--- src/rtl/relprime_pkg.sv ---
// relprime_pkg: shared types and constants for the relprime coprocessor.
//   state_t : engine FSM states
//   M_START : first candidate tried for m
package relprime_pkg;

  typedef enum logic [2:0] {
    IDLE,
    SETUP,
    STEP,
    CHECK,
    FINISH
  } state_t;

  localparam int M_START = 2;

endpackage

--- src/rtl/gcd_step.sv ---
// gcd_step: one iteration of subtraction-based Euclid, purely combinational.
// Ports:
//   a, b           in   WIDTH  current Euclid operands (both nonzero in use)
//   a_next, b_next out  WIDTH  operands after subtracting the smaller from the larger
//   eq             out  1      a == b (Euclid finished, a holds the gcd)
//   is_one         out  1      a == 1 (gcd is one when eq is also set)
module gcd_step
  import relprime_pkg::*;
#(
  parameter int WIDTH = 16
) (
  input  logic [WIDTH-1:0] a,
  input  logic [WIDTH-1:0] b,
  output logic [WIDTH-1:0] a_next,
  output logic [WIDTH-1:0] b_next,
  output logic             eq,
  output logic             is_one
);

  always_comb begin
    // NOTE: defaults first so every path assigns both outputs; otherwise a latch is inferred.
    a_next = a;
    b_next = b;
    if (a > b) begin
      a_next = a - b;
    end else if (b > a) begin
      b_next = b - a;
    end
  end

  assign eq     = (a == b);
  assign is_one = (a == WIDTH'(1));

endmodule

--- src/rtl/relprime_engine.sv ---
// relprime_engine: start/done coprocessor returning the smallest m >= 2 with
// gcd(n, m) == 1. Candidates are tried in increasing order; each runs a
// subtraction Euclid, one subtract per clock.
// Ports:
//   CLK     in   1      clock, rising edge
//   RST_N   in   1      asynchronous active-low reset
//   start   in   1      request, sampled only while idle
//   n_in    in   WIDTH  operand n, captured on an accepted start
//   busy    out  1      high from the cycle after accept until the done cycle
//   done    out  1      one-cycle pulse when result/err are valid
//   err     out  1      no valid result (n == 0 or candidate overflow)
//   result  out  WIDTH  smallest coprime m, 0 on err; held until next run
//   cycles  out  CYC_W  accept-to-done clock count, saturating, held
// Configuration:
//   RELPRIME_CYCLE_COUNT_EN  when defined, adds the CYC_W parameter, the
//                            cycles port and its counter.
module relprime_engine
  import relprime_pkg::*;
#(
  parameter int WIDTH = 16
`ifdef RELPRIME_CYCLE_COUNT_EN
  ,
  parameter int CYC_W = 32
`endif
) (
  input  logic             CLK,
  input  logic             RST_N,
  input  logic             start,
  input  logic [WIDTH-1:0] n_in,
  output logic             busy,
  output logic             done,
  output logic             err,
  output logic [WIDTH-1:0] result
`ifdef RELPRIME_CYCLE_COUNT_EN
  ,
  output logic [CYC_W-1:0] cycles
`endif
);

  state_t           state;
  logic [WIDTH-1:0] n_r;
  logic [WIDTH-1:0] m;
  logic [WIDTH-1:0] a;
  logic [WIDTH-1:0] b;
  logic [WIDTH-1:0] a_next;
  logic [WIDTH-1:0] b_next;
  logic             eq;
  logic             is_one;

  gcd_step #(.WIDTH(WIDTH)) u_gcd_step (
    .a      (a),
    .b      (b),
    .a_next (a_next),
    .b_next (b_next),
    .eq     (eq),
    .is_one (is_one)
  );

  // done is registered: it is raised on the edge entering FINISH and falls
  // on the following edge, giving a pulse that coincides with the FINISH state.
  always_ff @(posedge CLK or negedge RST_N) begin
    if (!RST_N) begin
      state  <= IDLE;
      busy   <= 1'b0;
      done   <= 1'b0;
      err    <= 1'b0;
      result <= '0;
      n_r    <= '0;
      m      <= '0;
      a      <= '0;
      b      <= '0;
    end else begin
      // NOTE: non-blocking assignments so every register samples pre-edge values.
      done <= 1'b0;
      case (state)
        IDLE: begin
          if (start) begin
            n_r   <= n_in;
            m     <= WIDTH'(M_START);
            err   <= 1'b0;
            busy  <= 1'b1;
            state <= SETUP;
          end
        end
        SETUP: begin
          if (n_r == '0) begin
            err    <= 1'b1;
            result <= '0;
            busy   <= 1'b0;
            done   <= 1'b1;
            state  <= FINISH;
          end else begin
            a     <= n_r;
            b     <= m;
            state <= STEP;
          end
        end
        STEP: begin
          if (eq) begin
            state <= CHECK;
          end else begin
            a <= a_next;
            b <= b_next;
          end
        end
        CHECK: begin
          if (is_one) begin
            result <= m;
            busy   <= 1'b0;
            done   <= 1'b1;
            state  <= FINISH;
          end else if (m == '1) begin
            // No further candidate representable in WIDTH bits.
            err    <= 1'b1;
            result <= '0;
            busy   <= 1'b0;
            done   <= 1'b1;
            state  <= FINISH;
          end else begin
            m     <= m + WIDTH'(1);
            state <= SETUP;
          end
        end
        FINISH: begin
          // start is deliberately not sampled here; next accept is in IDLE.
          state <= IDLE;
        end
        default: begin
          state <= IDLE;
          busy  <= 1'b0;
        end
      endcase
    end
  end

`ifdef RELPRIME_CYCLE_COUNT_EN
  // Counts every clock while busy, so the final value equals the number of
  // edges from the accept edge up to the edge that raises done.
  always_ff @(posedge CLK or negedge RST_N) begin
    if (!RST_N) begin
      cycles <= '0;
    end else if (state == IDLE && start) begin
      cycles <= '0;
    end else if (busy && cycles != '1) begin
      cycles <= cycles + CYC_W'(1);
    end
  end
`endif

endmodule
--- config.mk ---
export PLATFORM = sky130hd
export DESIGN_NAME = relprime_engine
export DESIGN_NICKNAME = d
export VERILOG_FILES = /design/src/rtl/relprime_pkg.sv /design/src/rtl/gcd_step.sv /design/src/rtl/relprime_engine.sv
export SDC_FILE = /design/constraint.sdc
export NUM_CORES = 1
export LEC_CHECK = 0
export CORE_MARGIN = 2
export CORE_UTILIZATION = 60
export DETAILED_ROUTE_END_ITERATION = 6
export DONT_BUFFER_PORTS = 1
export PLACE_DENSITY = 0.85
export RECOVER_POWER = 50
export SLEW_MARGIN = 20
export SYNTH_ARGS = -nofsm -noshare
export SYNTH_HDL_FRONTEND = slang
export SYNTH_HIERARCHICAL = 1
export SYNTH_SLANG_ARGS = --single-unit
--- constraint.sdc ---
create_clock -name CLK -period 6.6 [get_ports CLK]
set_input_delay 1.32 -clock CLK [delete_from_list [all_inputs] [get_ports CLK]]
set_output_delay 1.32 -clock CLK [all_outputs]
set_load 0.02 [all_outputs]
==> results of run 1 <==
## worst max-delay path: stages (launching register included)
cell	delay (ps)
dfrtp_1	430
inv_1	90
ha_1	530
nand4_1	280
nor4_1	840
inv_1	140
a22o_4	470
nor2_1	210
a21oi_1	70
## metal layers
metal  GRT usage  share of wire  up-vias
met5           0              0        -
met4      0.1043          0.025        0
met3     0.05175          0.059       34
met2      0.4630           0.47      178
met1      0.3997           0.44     2293
li1            -              -     2208
## per-stage QoR
stage                     hold slack (ps)  instances  setup WS (ps)  cell area [sq um]    util
after detailed placement            538.7        732           3170               5914  0.6107
after global routing                578.7        748           3168               6135  0.6335
after floorplan                     503.0        635           3841               5924       -
after global placement              525.9        732           3248               5914  0.6107
after CTS                           562.3        748           3136               6128  0.6328
final                               567.7        748           3361               6135  0.6335
## kinds of logic (layout without fill, tap and decap cells)
logic type / Yosys count / count (layout) / synth area share
simple gates: 155 / 155 / 0.1293
mux: 72 / 72 / 0.1257
flops: 86 / 86 / 0.3633
compound gates: 166 / 166 / 0.1869
xor+xnor: 36 / 36 / 0.05322
fa+ha+maj: 35 / 35 / 0.07645
buf+inv: 85 / 65 / 0.06526
## path summary, 6_finish.rpt
check	slack (ps)	end	cells after the start
max	3360	b[5]	8
min	570	n_r[2]	1
max reg2reg	3360	b[5]	8
min reg2reg	570	n_r[2]	1
max in group asynchronous	5810	n_r[15]	0
min in group asynchronous	640	result[0]	0
## cell usage in the layout, fill, tap and decap left out, drive strengths merged, types with 5 or more instances in the layout
cell    synthesis  final
a211oi          5      5
a21o            9      9
a21oi          66     66
a22o           17     17
and2            6      6
and4            5      5
clkbuf          8     12
dfrtp          86     86
ha             33     33
inv            46     47
mux2           19     19
mux2i          53     53
nand2          28     28
nand3          10     10
nand4          12     12
nor2           62     62
nor4            9      9
o21a            7      7
o21ai          29     29
o21bai          6      6
or3             5      5
xnor2          20     20
xor2           16     16
## flip-flops by register name, summed over array words and instances, names as in the netlist
name	flops
err	1
busy	1
state	3
m	16
result	16
b	16
done	1
a	16
n_r	16
## area by class of cell
cell class              count  share of cell area
well taps                 133             0.02713
inverters                  46             0.02815
repair buffers              3            0.003059
clock inverters             5             0.01346
multi-input cells         464              0.5560
clock buffers              11             0.02142
flip-flops and latches     86              0.3508
==> results_dict.tcl, run 1 <==
set metrics [dict create \
    status "finished with violations" \
    violations "max-capacitance violations, max-slew violations" \
    synth-edff-count 0 \
    final-hold-violation-count 0 \
    clock.fmax_ghz 0.3087 \
    synth_commonest_cells "86 x dfrtp_1, 64 x a21oi_1, 61 x nor2_1" \
    synth-main-ff-cell "dfrtp_1" \
    wirelength_mm 14.55 \
    area.growth.synth_to_final_pct 3.548 \
    grt_pass1_vias 4660 \
    grt_pass1_wl_mm 23.89 \
    min_from "n_r[2]" \
    drt_iter0_drc 292 \
    cts_tree "built" \
    ant_nets 0 \
    ys_seq_area_frac 0.3633 \
    arrival_ps 3450 \
    r2r_start "a[8]" \
    post_cts_buffers 0 \
    syn-instance-count 635 \
    synth_cell_type_count 63 \
    finalClockSkew_ps 9.611 \
    gr-total-overflow 0 \
    worstPathMaxFanout 64 \
    num_io_pins 38 \
    rsz0062_at_grt "no" \
    vias 4713 \
    diodes 0 \
    post-route-period-util 0.4908 \
    ys_top_cells_by_area "dfrtp_1 36%, mux2i_1 9.0%, ha_1 7.0%" \
    clock_latency_ps 360 \
    antenna_found_initial 0 \
    rows 36 \
    coreArea_sq_um 9684 \
    tightest_slew_ps 1642 \
    fin_tns_setup_ps 0 \
    wl_per_cell_um 19.45 \
    place.gp.congestion 0.9712 \
    critPathKind "register to register" \
    async_reset_ff_frac 1.000 \
    postCtsHoldBufs 0 \
    clock-sinks 86 \
    die_area_sq_um 10690 \
    cap_violations 1 \
    cts_resized 0 \
    clockBufferDepth 2 \
    endpoint_kind "register" \
    drv_slew 33 \
    grt_max_degree 87 \
    htreeDepth 3 \
    n_fill_cell 742 \
    synth_top_area_cell "dfrtp_1" \
    track_usage 0.2904 \
    first_pass_iters 5 \
    syn_area_sq_um 5924 \
    yosysMostFrequentCell "dfrtp_1" \
    initial_core_util 0.6118 \
    cp.required_ps 6810 \
    syn_nets 689 \
    nets 664 \
    hold_class "register to register" \
    numCtsBuffers 9 \
    cts-root-buf "clkbuf_8" \
    ys_warn_count 6 \
    worst_setup_path_start_kind "register" \
    synth_seq_cells 86 \
    avgSynthCellArea_sq_um 9.330 \
    period_needed_ps 3239 \
    dp_hpwl_mm 10.64 \
    drive_gt1_frac 0.07967 \
    ff_latch_area_sq_um 2152 \
    synth_top_area_frac 0.3633 \
    multiInputGateArea_sq_um 3411 \
    vias_per_cell 6.301 \
    die_w_um 103.4 \
    slew_headroom -0.09490 \
    setup_violations 0 \
    drc_errors 0 \
    worstSetupStartpoint "a[8]" \
    clk_pin_slew_ps 90 \
    die_h_um 103.4 \
    port_buffers 0 \
]
Power of run 1 is left out: the tool's default activity adds up to more than one toggle a clock period on the data nets, which glitch-free logic cannot reach.
==> run 2: changes to the inputs <==
--- a/config.mk
+++ b/config.mk
@@ -6,7 +6,7 @@
 export NUM_CORES = 1
 export LEC_CHECK = 0
 export CORE_MARGIN = 2
-export CORE_UTILIZATION = 60
+export CORE_UTILIZATION = 58
 export DETAILED_ROUTE_END_ITERATION = 6
 export DONT_BUFFER_PORTS = 1
 export PLACE_DENSITY = 0.85
==> constraint.sdc (replaced) <==
create_clock -name CLK -period 2.7 [get_ports CLK]
set_input_delay 0.54 -clock CLK [delete_from_list [all_inputs] [get_ports CLK]]
set_output_delay 0.54 -clock CLK [all_outputs]
set_load 0.02 [all_outputs]
==> run 2 against run 1 <==
Effect of this change: the run still ends with max-capacitance violations, max-slew violations left; largest cell class unchanged; critical endpoint unchanged; clock skew grew 2.7 ps; die area is 3.3% higher; hold slack got worse by 250 ps.
==> results_dict.tcl, run 2 (synthesis gave the netlist of run 1 again) <==
set metrics [dict create \
    setup_violations 0 \
    clockBufferDepth 2 \
    drt_iter0_drc 469 \
    initial_core_util 0.6006 \
    drive_gt1_frac 0.1946 \
    cts_tree "built" \
    period_needed_ps 2677 \
    ant_nets 0 \
    coreArea_sq_um 9864 \
    worstPathMaxFanout 7 \
    mostFrequentLayoutCells "83 x dfrtp_1, 63 x a21oi_1, 60 x nor2_1, 51 x buf_4, 49 x mux2i_1" \
    track_usage 0.2936 \
    die_h_um 105.1 \
    cp.required_ps 2990 \
    diodes 0 \
    gr-total-overflow 0 \
    hold_class "input pin to register" \
    tightest_slew_ps 2106 \
    use_met1 0.4076 \
    cap_violations 1 \
    multiInputGateArea_sq_um 3568 \
    grt_pass1_vias 4981 \
    status "finished with violations" \
    antenna_found_initial 0 \
    clock-sinks 86 \
    area.growth.synth_to_final_pct 13.77 \
    vias_per_cell 6.432 \
    vias 5152 \
    placed_area_sq_um 6247 \
    nets 717 \
    grt_use_met3 0.04492 \
    busiest_layer "met2" \
    stdcell_area_sq_um 6740 \
    htreeDepth 3 \
    dp_hpwl_mm 11.34 \
    clk_pin_slew_ps 90 \
    grt_use_met2 0.4768 \
    clock_latency_ps 370 \
    slew_headroom -0.4038 \
    wl_per_cell_um 19.92 \
    violations "max-capacitance violations, max-slew violations" \
    final_core_util 0.6833 \
    num_io_pins 38 \
    post-route-period-util 0.9916 \
    fin_tns_setup_ps 0 \
    ff_latch_area_sq_um 2156 \
    die_area_sq_um 11040 \
    drc_errors 0 \
    grt_max_degree 87 \
    numCtsBuffers 9 \
    clock.fmax_ghz 0.3735 \
    endpoint_kind "register" \
    grt_pass1_wl_mm 25.72 \
    worst_setup_path_start_kind "register" \
    die_w_um 105.1 \
    final_common_cell "dfrtp_1" \
    arrival_ps 2960 \
    n_fill_cell 671 \
    port_buffers 0 \
    wirelength_mm 15.95 \
    cts-root-buf "clkbuf_8" \
    rows 36 \
    place.gp.congestion 1.092 \
    critPathKind "register to register" \
    first_pass_iters 5 \
    drv_slew 87 \
    finalClockSkew_ps 12.36 \
    final-hold-violation-count 0 \
]
-- run 2: worst max-delay path: stages, from the launching register on --
cell and delay, ps:
dfrtp_1 420, inv_1 80, ha_1 320, nand4_1 180
or4_4 510, o21a_1 120, nand3_1 80, o21bai_4 160
buf_6 190, mux2i_1 240, mux2i_1 110, a21oi_1 180
-- run 2: stage by stage --
| step | cells | worst slack (ps) | hold slack [ps] |
|---|---|---|---|
| 4_1_cts | 790 | 5.519 | 85.83 |
| 5_1_grt | 801 | -53.25 | 304.2 |
| 3_3_place_gp | 773 | 71.55 | 245.8 |
| 2_1_floorplan | 635 | 98.88 | 244.4 |
| 3_5_place_dp | 773 | 19.27 | 245.6 |
| 6_report | 801 | 22.57 | 316.5 |
-- run 2: layer usage --
| metal | part of all wire | vias up |
|---|---|---|
| met5 | 0 | - |
| met4 | 0.019 | 0 |
| met3 | 0.085 | 26 |
| met2 | 0.48 | 312 |
| met1 | 0.41 | 2513 |
| li1 | - | 2301 |
-- run 2: cell type report --
type	count	area share
Inverter	46	0.02562
Tap cell	133	0.02469
Clock buffer	13	0.02655
Multi-Input combinational cell	464	0.5294
Timing Repair Buffer	56	0.06683
Sequential cell	86	0.3198
Clock inverter	3	0.007054
-- run 2: timing repair --
item / in CTS / in global routing
setup endpoints to repair: 2 / 28
gates resized for setup: 1 / 35
buffers inserted: 0 / 11
endpoints found under the hold margin: 86 / 0
hold buffers: 1 / 0
pin swaps: 0 / 7
-- run 2: final timing paths --
check	slack (ps)	end	start	cells past startpoint
max	20	b[5]	a[14]	11
min	320	n_r[5]	n_in[5]	1
max reg2reg	20	b[5]	a[14]	11
min in group asynchronous	780	result[0]	RST_N	1
max in group asynchronous	560	a[8]	RST_N	1
min reg2reg	550	n_r[15]	n_r[15]	1
Power of run 2 is left out for the same reason.
==> run 3: changes to the inputs <==
--- a/config.mk
+++ b/config.mk
@@ -5,6 +5,7 @@
 export SDC_FILE = /design/constraint.sdc
 export NUM_CORES = 1
 export LEC_CHECK = 0
+export CAP_MARGIN = 5
 export CORE_MARGIN = 2
 export CORE_UTILIZATION = 58
 export DETAILED_ROUTE_END_ITERATION = 6
==> results of run 3 <==
The final DEF is identical to that of run 2; final timing and power are the same.
Power of run 3 is left out for the same reason.
==> patch, RTL diff (config.mk and constraints of run 1) <==
Add an input register stage for `n_in`; this delays it by one clock. The other inputs are not delayed to match.
--- a/src/rtl/relprime_engine.sv
+++ b/src/rtl/relprime_engine.sv
@@ -37,6 +37,12 @@
 `endif
 );
 
+  logic [WIDTH-1:0] n_q;
+
+  always_ff @(posedge CLK) begin
+    n_q <= n_in;
+  end
+
   state_t           state;
   logic [WIDTH-1:0] n_r;
   logic [WIDTH-1:0] m;
@@ -75,7 +81,7 @@
       case (state)
         IDLE: begin
           if (start) begin
-            n_r   <= n_in;
+            n_r   <= n_q;
             m     <= WIDTH'(M_START);
             err   <= 1'b0;
             busy  <= 1'b1;
Behaviour: not the same (Yosys sat finds a counterexample within 4 cycles, from zero or initial values and one cycle with RST_N low).
==> patch against run 1 <==
The run still ends with max-capacitance violations, max-slew violations left; worst setup slack worse by 0.097 ns; sequential share of layout area is 2.7 points higher; area after synthesis is 7.0% higher; routed wire length is 4.5% higher; sequential cell count is 16 higher; clock skew is 0.0047 ns higher; cell area is 6.6% higher; critical endpoint is now b[3]$_DFFE_PN0P_.
==> patch: results (changes against run 1) <==
| Metric | Value |
|---|---|
| Initial antenna violation count | `0 (unchanged)` |
| Worst-case clock skew | `0.01431 ns (+0.004700 ns)` |
| Clock Tree Buf Depth | `2 (unchanged)` |
| Routed wire length | `15.21 mm (+4.5%)` |
| Post-cts resize count | `0 (unchanged)` |
| Largest net degree at the start of global routing | `87 (unchanged)` |
| Root Buffer | `clkbuf_8` |
| DRT iter0 DRCs | `355 (+22%)` |
| Crit. End Element | `register` |
| Reg2Reg Depth | `10 (+2)` |
| Critical Path Slowest Stage Cell | `o21bai_2` |
| Skew-Pair Late Insertion Delay | `0.37 ns` |
| Port buffer count | `0 (unchanged)` |
| Post-synth net total | `752 (+9.1%)` |
| Num CTS Buffers | `9 (unchanged)` |
| FF-to-FF End | `b[3]$_DFFE_PN0P_` |
| Top cells by area, synth | `dfrtp_1 (34%), mux2i_1 (8.4%), ha_1 (6.5%)` |
| Synth cell types | `67 (+6.3%)` |
| Failing checks | `max-capacitance violations, max-slew violations` |
| Cts hold-fix bufs | `0 (unchanged)` |
| First-pass GRT wire length | `25.04 mm (+4.8%)` |
| Maximum VDD drop | `270.9 uV` |
| Routed vias/inst | `6.225 (-1.2%)` |
| Max incr delay on CP | `0.79 ns (-0.05 ns)` |
| Highest routed layer | `met4` |
| Async S/R FF share, synth | `0.8431 (-0.1569)` |
| Max Fanout on Critical Path | `16 (-75%)` |
| Status | `finished, violations left` |
| Met2 Wirelength | `7.305 mm (+5.9%)` |
| Layout cells sized above 1 | `0.06231 (-0.01736)` |
| DP HPWL | `11.41 mm (+7.3%)` |
| Critical path arrival | `3.56 ns (+0.11 ns)` |
| Deepest level of the CTS H-tree | `3 (unchanged)` |
| Max-capacitance violation count | `1 (unchanged)` |
| Lkg Pwr | `3.024 nW` |
| CP top delay family | `compound AO/OA/AOI/OAI gates` |
| Filler Cell Count | `841 (+13%)` |
| Vias in the first global route | `5010 (+7.5%)` |
| Slew Limit Fails | `16 (-52%)` |
| Seq/Total Area, Yosys | `0.3899 (+0.02665)` |
| WL met1 | `6.653 mm (+3.5%)` |
| GRT Total Usage | `0.2802 (-0.01017)` |
| Actual slew at the worst max-slew pin | `1.687 ns (+0.04449 ns)` |
| Top cells by count, synth | `nand2_1 (109), dfrtp_1 (86), o21ai_0 (54)` |
| CP startpoint | `a[3]$_DFFE_PN0P_` |
| Flop-to-flop setup slack | `3.26 ns (-0.10 ns)` |
| GP Congestion | `1.003 (+3.3%)` |
| Final nets | `723 (+8.9%)` |
| Routed length on met3 | `966 um (+12%)` |
[patch: changes by cell type after synthesis, sizes merged, moves of 5 or more]
cell,change
dfxtp,+16
o21ai,+35
a21oi,-29
nor2,-28
xnor2,+8
nand2,+81
nand3,-5
mux2,-17
xor2,-7
[patch: per-layer routing]
layer / GRT usage / vias to the layer above
met5: 0 / -
met4: 0.08813 / 0
met3: 0.06505 / 23
met2: 0.4509 / 171
met1: 0.3776 / 2466
li1: - / 2382
[patch: cell type report]
| cell class | instances | area, um2 | share of cell area |
|---|---|---|---|
| Sequential cell | 102 | 2472 | 0.3781 |
| Clock inverter | 6 | 52.55 | 0.008037 |
| Clock buffer | 10 | 137.6 | 0.02105 |
| Tap cell | 136 | 170.2 | 0.02602 |
| Timing Repair Buffer | 4 | 50.05 | 0.007654 |
| Inverter | 44 | 165.2 | 0.02526 |
| Multi-Input combinational cell | 508 | 3491 | 0.5339 |
[patch: worst min-delay path by stage]
stage,start,endpoint,slack [ns],cells past startpoint
2_1_floorplan,n_q[14]$_DFF_P_,n_r[14]$_DFFE_PN0P_,0.40,2
3_3_place_gp,n_q[0]$_DFF_P_,n_r[0]$_DFFE_PN0P_,0.40,2
3_5_place_dp,n_q[12]$_DFF_P_,n_r[12]$_DFFE_PN0P_,0.41,2
4_1_cts,n_q[12]$_DFF_P_,n_r[12]$_DFFE_PN0P_,0.42,2
5_1_grt,n_q[11]$_DFF_P_,n_r[11]$_DFFE_PN0P_,0.44,2
6_report,n_q[11]$_DFF_P_,n_r[11]$_DFFE_PN0P_,0.42,2
[patch: tightest hold or removal path, stage by stage (launching register included)]
cell,delay (ns)
dfxtp_1,0.31
nand2_1,0.05
nand2_1,0.04
[patch: power groups by stage]
stage	combinational (W)	clock, W	sequential (W)
2_1_floorplan	0.00145	0	0.000864
3_3_place_gp	0.00172	0	0.000934
3_5_place_dp	0.00177	0	0.000944
4_1_cts	0.00178	0.000383	0.000931
5_1_grt	0.00203	0.000406	0.000954
6_report	0.00183	0.000377	0.000935
[patch: logic make-up (layout without fill, tap and decap cells)]
logic type / count (synthesis) / after routing / synth area share
AOI/OAI and AO/OA: 177 / 177 / 0.1835
and+or+nand+nor: 204 / 204 / 0.1541
adders and majority gates: 35 / 35 / 0.07143
xor gates and xnor gates: 37 / 37 / 0.05111
DFF: 102 / 102 / 0.3899
buffers and inverters: 88 / 64 / 0.06275
muxes: 55 / 55 / 0.08721
[patch: through the flow]
stage	hold WS, ns	instances	worst slack (ns)	instance area, um2	power [W]
3_5_place_dp	0.4066	793	3.288	6324	0.002711
3_3_place_gp	0.4019	793	3.435	6324	0.002654
6_report	0.4185	810	3.264	6539	0.003145
4_1_cts	0.4211	809	3.271	6514	0.003095
5_1_grt	0.4387	810	2.948	6539	0.003387
2_1_floorplan	0.3981	698	4.012	6341	0.002316
